### src/rtl/multi_blit_engine_if.sv
// Sprite-memory read port and framebuffer write port of the blit engine.
// The engine drives the master side; memory and framebuffer sit on the slave side.
interface multi_blit_engine_if #(
  parameter int unsigned ADDR_W = 13,
  parameter int unsigned PIX_W  = 8,
  parameter int unsigned X_W    = 10
);
  logic [ADDR_W-1:0] src_addr;
  logic              src_re;
  logic [PIX_W-1:0]  src_rdata;
  logic [X_W-1:0]    fb_writex;
  logic [X_W-1:0]    fb_writey;
  logic [PIX_W-1:0]  fb_writepixel;
  logic              fb_we;

  modport master (
    output src_addr, src_re, fb_writex, fb_writey, fb_writepixel, fb_we,
    input  src_rdata
  );

  modport slave (
    input  src_addr, src_re, fb_writex, fb_writey, fb_writepixel, fb_we,
    output src_rdata
  );
endinterface

### src/rtl/multi_blit_engine.sv
// Multi-channel blitter: copies a linear range of sprite words into a framebuffer rectangle,
// with per-channel request latching, round-robin grant, colour keying and screen clipping.
module multi_blit_engine #(
  parameter int unsigned NCH    = 2,
  parameter int unsigned ADDR_W = 13,
  parameter int unsigned PIX_W  = 8,
  parameter int unsigned X_W    = 10,
  parameter int unsigned H_RES  = 640,
  parameter int unsigned V_RES  = 480
) (
  input  logic                  clk_clk,
  input  logic                  reset_reset_n,
  input  logic [NCH-1:0]        ch_run,
  input  logic [NCH*ADDR_W-1:0] ch_start,
  input  logic [NCH*ADDR_W-1:0] ch_end,
  input  logic [NCH*X_W-1:0]    ch_ox,
  input  logic [NCH*X_W-1:0]    ch_oy,
  input  logic [NCH*X_W-1:0]    ch_width,
  input  logic [NCH-1:0]        ch_key_en,
  input  logic [PIX_W-1:0]      key_color,
  input  logic                  abort,
  multi_blit_engine_if.master   bus,
  output logic [NCH-1:0]        ch_busy,
  output logic [NCH-1:0]        ch_done
);
  localparam int unsigned GW = (NCH > 1) ? $clog2(NCH) : 1;

  typedef enum logic [1:0] {StIdle, StRun, StFlush, StDone} state_e;

  logic [ADDR_W-1:0] start_q [NCH];
  logic [ADDR_W-1:0] end_q   [NCH];
  logic [X_W-1:0]    ox_q    [NCH];
  logic [X_W-1:0]    oy_q    [NCH];
  logic [X_W-1:0]    width_q [NCH];
  logic [NCH-1:0]    key_q, pend_q, pend_clr;

  state_e            state_q, state_d;
  logic [GW-1:0]     g_q, g_d, last_q, last_d, sel;
  logic              sel_vld;
  logic [ADDR_W-1:0] cur_q, cur_d, stop_q, stop_d;
  logic [X_W-1:0]    col_q, col_d, row_q, row_d;
  logic [X_W-1:0]    aox_q, aox_d, aoy_q, aoy_d, aw_q, aw_d;
  logic              akey_q, akey_d;
  logic              re_q, re_d, wr_q, wr_d, clip_q, clip_d;
  logic [X_W-1:0]    wx_q, wx_d, wy_q, wy_d, tx, ty;
  logic [NCH-1:0]    done_q, done_d;
  logic              abort_hit;

  function automatic logic [GW-1:0] rr_idx(input logic [GW-1:0] base, input int unsigned k);
    int unsigned s;
    s = (32'(base) + k) % NCH;
    return s[GW-1:0];
  endfunction

  // Search starts one past the last channel served.
  always_comb begin
    sel     = '0;
    sel_vld = 1'b0;
    for (int unsigned k = 1; k <= NCH; k++) begin
      if (!sel_vld && pend_q[rr_idx(last_q, k)]) begin
        sel     = rr_idx(last_q, k);
        sel_vld = 1'b1;
      end
    end
  end

  assign abort_hit = abort && (state_q == StRun || state_q == StFlush);

  always_comb begin
    pend_clr = '0;
    if (state_q == StDone || abort_hit) pend_clr[g_q] = 1'b1;
  end

  always_ff @(posedge clk_clk or negedge reset_reset_n) begin
    if (!reset_reset_n) begin
      pend_q <= '0;
      key_q  <= '0;
      for (int i = 0; i < NCH; i++) begin
        start_q[i] <= '0;
        end_q[i]   <= '0;
        ox_q[i]    <= '0;
        oy_q[i]    <= '0;
        width_q[i] <= '0;
      end
    end else begin
      for (int i = 0; i < NCH; i++) begin
        if (ch_run[i] && !pend_q[i]) begin
          pend_q[i]  <= 1'b1;
          start_q[i] <= ch_start[i*ADDR_W +: ADDR_W];
          end_q[i]   <= ch_end[i*ADDR_W +: ADDR_W];
          ox_q[i]    <= ch_ox[i*X_W +: X_W];
          oy_q[i]    <= ch_oy[i*X_W +: X_W];
          width_q[i] <= ch_width[i*X_W +: X_W];
          key_q[i]   <= ch_key_en[i];
        end else if (pend_clr[i]) begin
          pend_q[i] <= 1'b0;
        end
      end
    end
  end

  assign tx = aox_q + col_q;
  assign ty = aoy_q + row_q;

  always_comb begin
    state_d = state_q;
    g_d     = g_q;
    last_d  = last_q;
    cur_d   = cur_q;
    stop_d  = stop_q;
    col_d   = col_q;
    row_d   = row_q;
    aox_d   = aox_q;
    aoy_d   = aoy_q;
    aw_d    = aw_q;
    akey_d  = akey_q;
    re_d    = 1'b0;
    wr_d    = 1'b0;
    clip_d  = clip_q;
    wx_d    = wx_q;
    wy_d    = wy_q;
    done_d  = '0;
    unique case (state_q)
      StIdle: begin
        if (sel_vld) begin
          g_d    = sel;
          cur_d  = start_q[sel];
          stop_d = end_q[sel];
          aox_d  = ox_q[sel];
          aoy_d  = oy_q[sel];
          aw_d   = width_q[sel];
          akey_d = key_q[sel];
          col_d  = '0;
          row_d  = '0;
          // Empty requests pass through an idle flush cycle so done lands at grant+2.
          if (start_q[sel] > end_q[sel] || width_q[sel] == '0) begin
            state_d = StFlush;
          end else begin
            state_d = StRun;
            re_d    = 1'b1;
          end
        end
      end
      StRun: begin
        wx_d   = tx;
        wy_d   = ty;
        clip_d = (32'(tx) >= H_RES) || (32'(ty) >= V_RES);
        if (abort) begin
          state_d = StIdle;
        end else begin
          wr_d = 1'b1;
          if (col_q == aw_q - X_W'(1)) begin
            col_d = '0;
            row_d = row_q + X_W'(1);
          end else begin
            col_d = col_q + X_W'(1);
          end
          if (cur_q == stop_q) begin
            state_d = StFlush;
          end else begin
            cur_d = cur_q + ADDR_W'(1);
            re_d  = 1'b1;
          end
        end
      end
      StFlush: begin
        if (abort) begin
          state_d = StIdle;
        end else begin
          state_d     = StDone;
          done_d[g_q] = 1'b1;
        end
      end
      StDone: begin
        last_d  = g_q;
        state_d = StIdle;
      end
      default: state_d = StIdle;
    endcase
  end

  always_ff @(posedge clk_clk or negedge reset_reset_n) begin
    if (!reset_reset_n) begin
      state_q <= StIdle;
      g_q     <= '0;
      last_q  <= GW'(NCH - 1);
      cur_q   <= '0;
      stop_q  <= '0;
      col_q   <= '0;
      row_q   <= '0;
      aox_q   <= '0;
      aoy_q   <= '0;
      aw_q    <= '0;
      akey_q  <= 1'b0;
      re_q    <= 1'b0;
      wr_q    <= 1'b0;
      clip_q  <= 1'b0;
      wx_q    <= '0;
      wy_q    <= '0;
      done_q  <= '0;
    end else begin
      state_q <= state_d;
      g_q     <= g_d;
      last_q  <= last_d;
      cur_q   <= cur_d;
      stop_q  <= stop_d;
      col_q   <= col_d;
      row_q   <= row_d;
      aox_q   <= aox_d;
      aoy_q   <= aoy_d;
      aw_q    <= aw_d;
      akey_q  <= akey_d;
      re_q    <= re_d;
      wr_q    <= wr_d;
      clip_q  <= clip_d;
      wx_q    <= wx_d;
      wy_q    <= wy_d;
      done_q  <= done_d;
    end
  end

  assign bus.src_re    = re_q;
  assign bus.src_addr  = cur_q;
  assign bus.fb_writex = wx_q;
  assign bus.fb_writey = wy_q;
  // Read data returns in the write cycle itself, so pixel and key compare use it directly.
  assign bus.fb_writepixel = wr_q ? bus.src_rdata : '0;
  assign bus.fb_we = wr_q && !clip_q && !(akey_q && bus.src_rdata == key_color);

  assign ch_busy = pend_q;
  assign ch_done = done_q;
endmodule
### src/flat_wrapper.sv
// flat-port wrapper written by rule: the top's interface ports become plain ports
module multi_blit_engine_flat 
#(
  parameter int unsigned NCH    = 2,
  parameter int unsigned ADDR_W = 13,
  parameter int unsigned PIX_W  = 8,
  parameter int unsigned X_W    = 10,
  parameter int unsigned H_RES  = 640,
  parameter int unsigned V_RES  = 480
)
  (clk_clk, reset_reset_n, ch_run, ch_start, ch_end, ch_ox, ch_oy, ch_width, ch_key_en, key_color, abort, ch_busy, ch_done, bus_src_addr, bus_src_re, bus_fb_writex, bus_fb_writey, bus_fb_writepixel, bus_fb_we, bus_src_rdata);
  multi_blit_engine_if #(.ADDR_W(ADDR_W), .PIX_W(PIX_W), .X_W(X_W)) bus_i ();
  input  logic clk_clk;
  input  logic reset_reset_n;
  input  logic [NCH-1:0] ch_run;
  input  logic [NCH*ADDR_W-1:0] ch_start;
  input  logic [NCH*ADDR_W-1:0] ch_end;
  input  logic [NCH*X_W-1:0] ch_ox;
  input  logic [NCH*X_W-1:0] ch_oy;
  input  logic [NCH*X_W-1:0] ch_width;
  input  logic [NCH-1:0] ch_key_en;
  input  logic [PIX_W-1:0] key_color;
  input  logic abort;
  output logic [NCH-1:0] ch_busy;
  output logic [NCH-1:0] ch_done;
  output wire logic [$bits(bus_i.src_addr)-1:0] bus_src_addr;
  output wire logic [$bits(bus_i.src_re)-1:0] bus_src_re;
  output wire logic [$bits(bus_i.fb_writex)-1:0] bus_fb_writex;
  output wire logic [$bits(bus_i.fb_writey)-1:0] bus_fb_writey;
  output wire logic [$bits(bus_i.fb_writepixel)-1:0] bus_fb_writepixel;
  output wire logic [$bits(bus_i.fb_we)-1:0] bus_fb_we;
  input wire logic [$bits(bus_i.src_rdata)-1:0] bus_src_rdata;
  assign bus_src_addr = bus_i.src_addr;
  assign bus_src_re = bus_i.src_re;
  assign bus_fb_writex = bus_i.fb_writex;
  assign bus_fb_writey = bus_i.fb_writey;
  assign bus_fb_writepixel = bus_i.fb_writepixel;
  assign bus_fb_we = bus_i.fb_we;
  assign bus_i.src_rdata = bus_src_rdata;
  multi_blit_engine #(.NCH(NCH), .ADDR_W(ADDR_W), .PIX_W(PIX_W), .X_W(X_W), .H_RES(H_RES), .V_RES(V_RES)) u_core (.clk_clk(clk_clk), .reset_reset_n(reset_reset_n), .ch_run(ch_run), .ch_start(ch_start), .ch_end(ch_end), .ch_ox(ch_ox), .ch_oy(ch_oy), .ch_width(ch_width), .ch_key_en(ch_key_en), .key_color(key_color), .abort(abort), .bus(bus_i), .ch_busy(ch_busy), .ch_done(ch_done));
endmodule
### config.mk
export PLATFORM = sky130hd
export DESIGN_NAME = multi_blit_engine_flat
export DESIGN_NICKNAME = d
export VERILOG_FILES = /design/src/rtl/multi_blit_engine_if.sv /design/src/rtl/multi_blit_engine.sv /design/src/flat_wrapper.sv
export SDC_FILE = /design/constraint.sdc
export NUM_CORES = 1
export LEC_CHECK = 0
export BUFFER_PORTS_ARGS = -buffer_cell sky130_fd_sc_hd__buf_2
export CAP_MARGIN = 20
export CORE_MARGIN = 2
export CORE_UTILIZATION = 57
export CTS_CLUSTER_SIZE = 10
export DETAILED_ROUTE_END_ITERATION = 10
export PLACE_DENSITY = 0.89
export RECOVER_POWER = 100
export REMOVE_ABC_BUFFERS = 1
export SYNTH_ARGS = -nofsm -noshare
export SYNTH_HDL_FRONTEND = slang
export SYNTH_SLANG_ARGS = --single-unit
### constraint.sdc
create_clock -name clk_clk -period 4.95 [get_ports clk_clk]
set_clock_uncertainty 0.15 [all_clocks]
set_input_delay 0.2475 -clock clk_clk [delete_from_list [all_inputs] [get_ports clk_clk]]
set_output_delay 0.2475 -clock clk_clk [all_outputs]
set_load 0.01 [all_outputs]
==> reports/metrics.yaml, run 1 <==
routed_via_density: 5.75
reg2reg_depth: 9
synthDistinctLibCells: 59
grt_pass1_vias: 9269
insertion_delay_ns: 0.53
die-area_sq_mm: 0.0206
cts_made_buffers: 27
crit_path_end: "u_core.bus.src_addr[5]"
hold_path.class: "reg -> reg"
die_h_um: 144
drive_gt1_frac: 0.250
synth_edf_count: 0
drc_errors: 0
synth.most_common_cell: "dfrtp_1"
rsz0062_at_grt: "false"
die-width_um: 144
drv_cap: 5
critPathMostFrequentCell: "o21ai_0"
crit_fanout: 39
dp_hpwl_mm: 18.2
synth.largest_area_cell: "dfrtp_1"
arrival_ns: 4.30
seq_area_frac_synth: 0.500
worst_slew_pin_slew_ns: 2.72
portBuffers: 181
cts.path.max_buffers: 3
h-tree-depth: 1
hold_violations: 0
core_area_sq_mm: 0.0193
ys_ff_latch: 222
synthCells: 975
grtUsageTotal: 0.286
area_growth_pct: 27.4
antenna_left: 0
pin_count: 182
gr-total-overflow: 0
ir_drop_mv: 0.424
fin_crit_ns: 4.07
timing_worst_setup_path_type: "reg -> reg"
routed_wl_mm: 29.6
critPathSlowestCell: "a2bb2oi_1"
grt_pass1_wl_mm: 46.4
max_freq_ghz: 0.246
postCtsResizedCells: 0
path_buf_inv: 3
synth_area_sq_mm: 0.0111
max_slew_margin: -0.815
n_antenna_cell: 0
antenna_found_initial: 0
place_area_sq_mm: 0.0123
dr_wl_met3_mm: 1.76
worst-path-stages: 9
initial_utilization: 0.577
clock_sinks: 222
cts_tree: "yes"
finalInstanceArea_sq_mm: 0.0142
rrSetupSlack_ns: 0.88
synth_top_area_share: 0.497
post_cts_buffers: 0
p_per_area_mw_per_mm2: 634
fp-row-count: 51
drv_slew: 264
fin_crit_sh: 0.822
synth_common_cells: "dfrtp_1, mux2_2, nand2_1, o21ai_0, mux2i_1"
hold_depth: 2
leakage_uw: 0.00644
dr.pass1.iters: 5
end_kind: "flop"
wl_met1_mm: 11.5
syn_area_per_cell_sq_um: 11.4
startpoint: "u_core.state_q[1]"
cts_hold_buffers: 119
drt_iter0_drc: 571
cts_root_buffer: "clkbuf_16"
layout.nets: 1448
slowest_delay_ns: 0.80
synthArstFlopShare: 1.00
final-setup-viol-count: 0
worst_ep_required_time_ns: 5.18
critPathTopFamily: "compound AO/OA/AOI/OAI gates"
synth_area_leaders: "dfrtp_1, mux2_2, mux2i_1"
wl_met2_mm: 15.5
vias: 8904
outcome: "finished with violations"
reg2reg_from: "u_core.state_q[1]"
synth_top_flop_cell: "dfrtp_1"
timing.rr.end: "u_core.bus.src_addr[5]"
synth_warnings: 0
grt_max_degree: 109
clk_pin_slew_ns: 0.06
routed.top_layer: "met4"
place_congestion: 0.857
drt-wirelength-per-cell_um: 19.1
fillers: 1281
crit_chain: "inv_1, ha_1, buf_4, nor2b_1, a2bb2oi_1, clkbuf_1, o21ai_0, o21ai_0, a21oi_1"
violations: "max-capacitance violations, max-slew violations"
holdWs_ns: 0.331
cp-start-kind: "flop"
==> per-layer routing <==
metal	track usage	vias to the layer above
li1	-	4098
met1	0.333	4386
met2	0.531	342
met3	0.0467	78
met4	0.104	0
met5	0	-
==> worst reg2reg max path, delay by kind of cell (launching register included) <==
family	cells	cell delay (ns)
AOI/OAI and AO/OA	4	1.77
adders and majority gates	1	0.20
buffers and inverters	3	1.17
DFF	1	0.41
and+or+nand+nor	1	0.23
==> worst min path at each step <==
stage / startpoint / endpoint / slack, ns
2_1_floorplan: reset_reset_n / u_core.akey_q / -0.20
3_3_place_gp: reset_reset_n / u_core.ox_q[15] / 0.21
5_1_grt: ch_ox[12] / u_core.ox_q[2] / 0.34
4_1_cts: reset_reset_n / u_core.ox_q[15] / 0.26
6_report: u_core.bus.fb_writex[1] / u_core.bus.fb_writex[1] / 0.33
3_5_place_dp: reset_reset_n / u_core.ox_q[4] / 0.21
==> logic make-up (layout without fill, tap and decap cells) <==
logic type / after synthesis / count (layout) / synth area share
buffers and inverters: 62 / 370 / 0.0212
xor gates and xnor gates: 56 / 56 / 0.0441
and+or+nand+nor: 230 / 230 / 0.103
muxes: 193 / 193 / 0.190
AOI/OAI and AO/OA: 171 / 171 / 0.0950
DFF: 222 / 222 / 0.500
adders and majority gates: 41 / 41 / 0.0475
==> registers in the layout (all words and copies together), names as in the netlist, 10 cells and up <==
name                  flops
u_core.aox_q             10
u_core.row_q             10
u_core.start_q           26
u_core.aw_q              10
u_core.end_q             26
u_core.width_q           20
u_core.aoy_q             10
u_core.bus.fb_writey     10
u_core.stop_q            13
u_core.ox_q              20
u_core.col_q             10
u_core.bus.src_addr      13
u_core.oy_q              20
u_core.bus.fb_writex     10
==> placed cells by master (no fill, tap or decap), types with 3 or more instances in the layout <==
cell,n
nand2b_1,6
o31ai_1,6
and3_1,8
mux2i_1,53
buf_2,138
nor3_1,13
xnor2_1,35
nor4_1,9
inv_1,18
dlygate4sd3_1,119
buf_4,6
ha_1,39
o21ai_0,68
a21o_1,14
a31oi_1,5
nand2_1,86
o21a_1,6
nand3_1,14
mux2_1,5
and2_1,6
o31a_1,3
clkbuf_16,27
dfrtp_1,221
o2111ai_1,3
o22ai_1,12
nor3b_1,7
xor2_1,21
clkbuf_1,55
a21oi_1,29
and2_0,5
nor2_1,39
nor2b_1,9
nand4_1,15
a2111oi_0,5
mux2_2,135
or4_1,6
==> cell type report <==
type / instances / area (sq um) / share of cell area
Clock buffer: 37 / 733 / 0.0518
Clock inverter: 3 / 25.0 / 0.00177
Inverter: 18 / 67.6 / 0.00477
Multi-Input combinational cell: 691 / 5330 / 0.377
Sequential cell: 222 / 5560 / 0.392
Tap cell: 265 / 332 / 0.0234
Timing Repair Buffer: 312 / 2110 / 0.149
==> metrics by stage <==
| step | setup TNS [ns] | util | setup WS (ns) | total power, uW | cells |
|---|---|---|---|---|---|
| floorplan | -16.14 | - | -1.48 | 6000 | 931 |
| finish | 0 | 0.735 | 0.880 | 8980 | 1548 |
| global placement | 0 | 0.639 | 1.48 | 6880 | 1387 |
| CTS | 0 | 0.740 | 1.32 | 8950 | 1546 |
| global route | 0 | 0.735 | 0.639 | 9550 | 1548 |
| detailed placement | 0 | 0.639 | 1.33 | 7100 | 1387 |
==> power breakdown <==
group	switching, uW	leakage, uW	internal [uW]
Clock	730	0.000366	1020
Sequential	714	0.00270	2680
Combinational	2060	0.00337	1780
Total	3510	0.00644	5480
(Power assumes the default switching activity.)
==> run 2, diff against run 1 <==
==> constraint.sdc (replaced) <==
create_clock -name clk_clk -period 3.8 [get_ports clk_clk]
set_clock_uncertainty 0.15 [all_clocks]
set_input_delay 0.19 -clock clk_clk [delete_from_list [all_inputs] [get_ports clk_clk]]
set_output_delay 0.19 -clock clk_clk [all_outputs]
set_load 0.01 [all_outputs]
==> run 2 against run 1 <==
Compared with the run above: the flow still finishes with violations (max-capacitance violations, max-slew violations); critical endpoint is now u_core.row_q[0]; non-clock buffer count increased by 2; first-iteration DRC count increased by 1.1%; die area unchanged; register-to-register slack got worse by 0.32 ns; critical path type unchanged.
==> reports/metrics.yaml, run 2 (same netlist as run 1, synthesis figures left out) <==
worst_ep_required_time_ns: 4.04
fin_util: 0.736
vias: 8862
slowest_delay_ns: 0.63
hold_path.class: "in -> reg"
cts_tree: "yes"
antenna_left: 0
place_area_sq_mm: 0.0124
portBuffers: 181
h-tree-depth: 1
layout_commonest_cell: "dfrtp_1"
p_per_area_mw_per_mm2: 817
fp-row-count: 51
mostFrequentLayoutCells: "dfrtp_1, buf_2, mux2_2"
antenna_found_initial: 2
cp-start-kind: "flop"
dr_wl_met3_mm: 1.69
holdWs_ns: 0.283
drv_cap: 4
outcome: "finished with violations"
gr-total-overflow: 0
wl_met1_mm: 11.3
clk_pin_slew_ns: 0.06
finalInstanceArea_sq_mm: 0.0142
hold_violations: 0
dp_hpwl_mm: 18.5
switching_power_uw: 4480
layout.nets: 1449
grtUsageTotal: 0.285
cts.path.max_buffers: 3
final-setup-viol-count: 0
arrival_ns: 3.48
die-area_sq_mm: 0.0206
p_seq_frac: 0.380
insertion_delay_ns: 0.52
routed_wl_mm: 29.0
routed_via_density: 5.71
cts_made_buffers: 26
drt-wirelength-per-cell_um: 18.7
path_buf_inv: 0
worst_slew_pin_slew_ns: 2.69
wl_met2_mm: 14.8
grt_pass1_wl_mm: 46.6
critPathSlowestCell: "or4_1"
end_kind: "flop"
crit_chain: "or4_1, a2111oi_0, nor3_1, o41a_1, nor3_1, mux2_2"
p_int_uw: 7110
post_cts_buffers: 0
crit_fanout: 6
drive_gt1_frac: 0.252
clock_sinks: 222
drt_iter0_drc: 577
fin_crit_sh: 0.852
fillers: 1306
grt_max_degree: 123
pwr-share-clk: 0.188
die_h_um: 144
max_slew_margin: -0.796
max_freq_ghz: 0.309
timing_worst_setup_path_type: "reg -> reg"
grt_pass1_vias: 9469
die-width_um: 144
place_congestion: 0.884
sw_frac_of_total: 0.387
pin_count: 182
core_area_sq_mm: 0.0193
ir_drop_mv: 0.538
dr.pass1.iters: 5
drc_errors: 0
critPathTopFamily: "simple AND/OR/NAND/NOR gates"
top_regs: "u_core.end_q: 26 flops, u_core.start_q: 26 flops"
dp_slack_ns: 0.566
drv_slew: 198
fin_crit_ns: 3.24
routed.top_layer: "met4"
violations: "max-capacitance violations, max-slew violations"
initial_utilization: 0.577
leakage_uw: 0.00646
rsz0062_at_grt: "false"
cts_root_buffer: "clkbuf_16"
worst_slack_ns: 0.563
pwr-share-comb: 0.432
area_growth_pct: 27.6
critPathMostFrequentCell: "nor3_1"
run 2: changes by cell type in the layout (fill, tap and decap cells not counted), sizes merged:
cell | previous run | this run
clkbuf | 86 | 82
buf | 144 | 149
clkinvlp | 1 | 0
inv | 20 | 18
dlygate4sd3 | 119 | 120
clkinv | 0 | 2
diode | 0 | 2
run 2: path summary, 6_finish.rpt:
check | start | end | slack (ns) | cells past startpoint
max | u_core.aw_q[0] | u_core.row_q[0] | 0.56 | 6
min | ch_end[25] | u_core.end_q[12] | 0.28 | 3
max reg2reg | u_core.aw_q[0] | u_core.row_q[0] | 0.56 | 6
min reg2reg | u_core.bus.fb_writex[1] | u_core.bus.fb_writex[1] | 0.34 | 2
max in group asynchronous | reset_reset_n | u_core.end_q[9] | 0.97 | 2
min in group asynchronous | reset_reset_n | u_core.ox_q[5] | 0.90 | 2
run 2: layout make-up:
| class | count | area [sq um] | share of cell area |
|---|---|---|---|
| Inverter | 18 | 67.6 | 0.00476 |
| Clock buffer | 37 | 702 | 0.0495 |
| Tap cell | 265 | 332 | 0.0234 |
| Antenna cell | 2 | 5.00 | 0.000353 |
| Sequential cell | 222 | 5560 | 0.392 |
| Multi-Input combinational cell | 691 | 5340 | 0.376 |
| Clock inverter | 2 | 21.3 | 0.00150 |
| Timing Repair Buffer | 314 | 2170 | 0.153 |
run 2: power groups by stage:
stage | logic [uW] | clock network, uW | registers, uW
after CTS | 5050 | 2200 | 4370
after detailed placement | 4900 | 0 | 4390
after floorplan | 3630 | 0 | 4190
after global routing | 5510 | 2310 | 4540
final | 5010 | 2180 | 4410
after global placement | 4690 | 0 | 4320
run 2: per-stage QoR:
step	power (uW)	setup TNS [ns]	std cells
floorplan	7810	-88.09	931
global placement	9010	0	1390
detailed placement	9290	0	1390
CTS	11600	0	1549
global route	12400	0	1551
finish	11600	0	1551
run 2: timing repair:
action,CTS,global route
gates resized for setup,0,0
hold endpoints to repair,237,0
hold buffers,120,0
run 2: worst register-to-register path, cell delays in order, from the launching register on:
cell and delay (ns):
dfrtp_1 0.43, or4_1 0.63, a2111oi_0 0.33, nor3_1 0.13, o41a_1 0.52, nor3_1 0.53, mux2_2 0.41
run 2: routing by layer:
| metal | global-route usage | up-vias |
|---|---|---|
| met2 | 0.512 | 336 |
| met3 | 0.0480 | 96 |
| met1 | 0.336 | 4320 |
| met5 | 0 | - |
| li1 | - | 4110 |
| met4 | 0.126 | 0 |
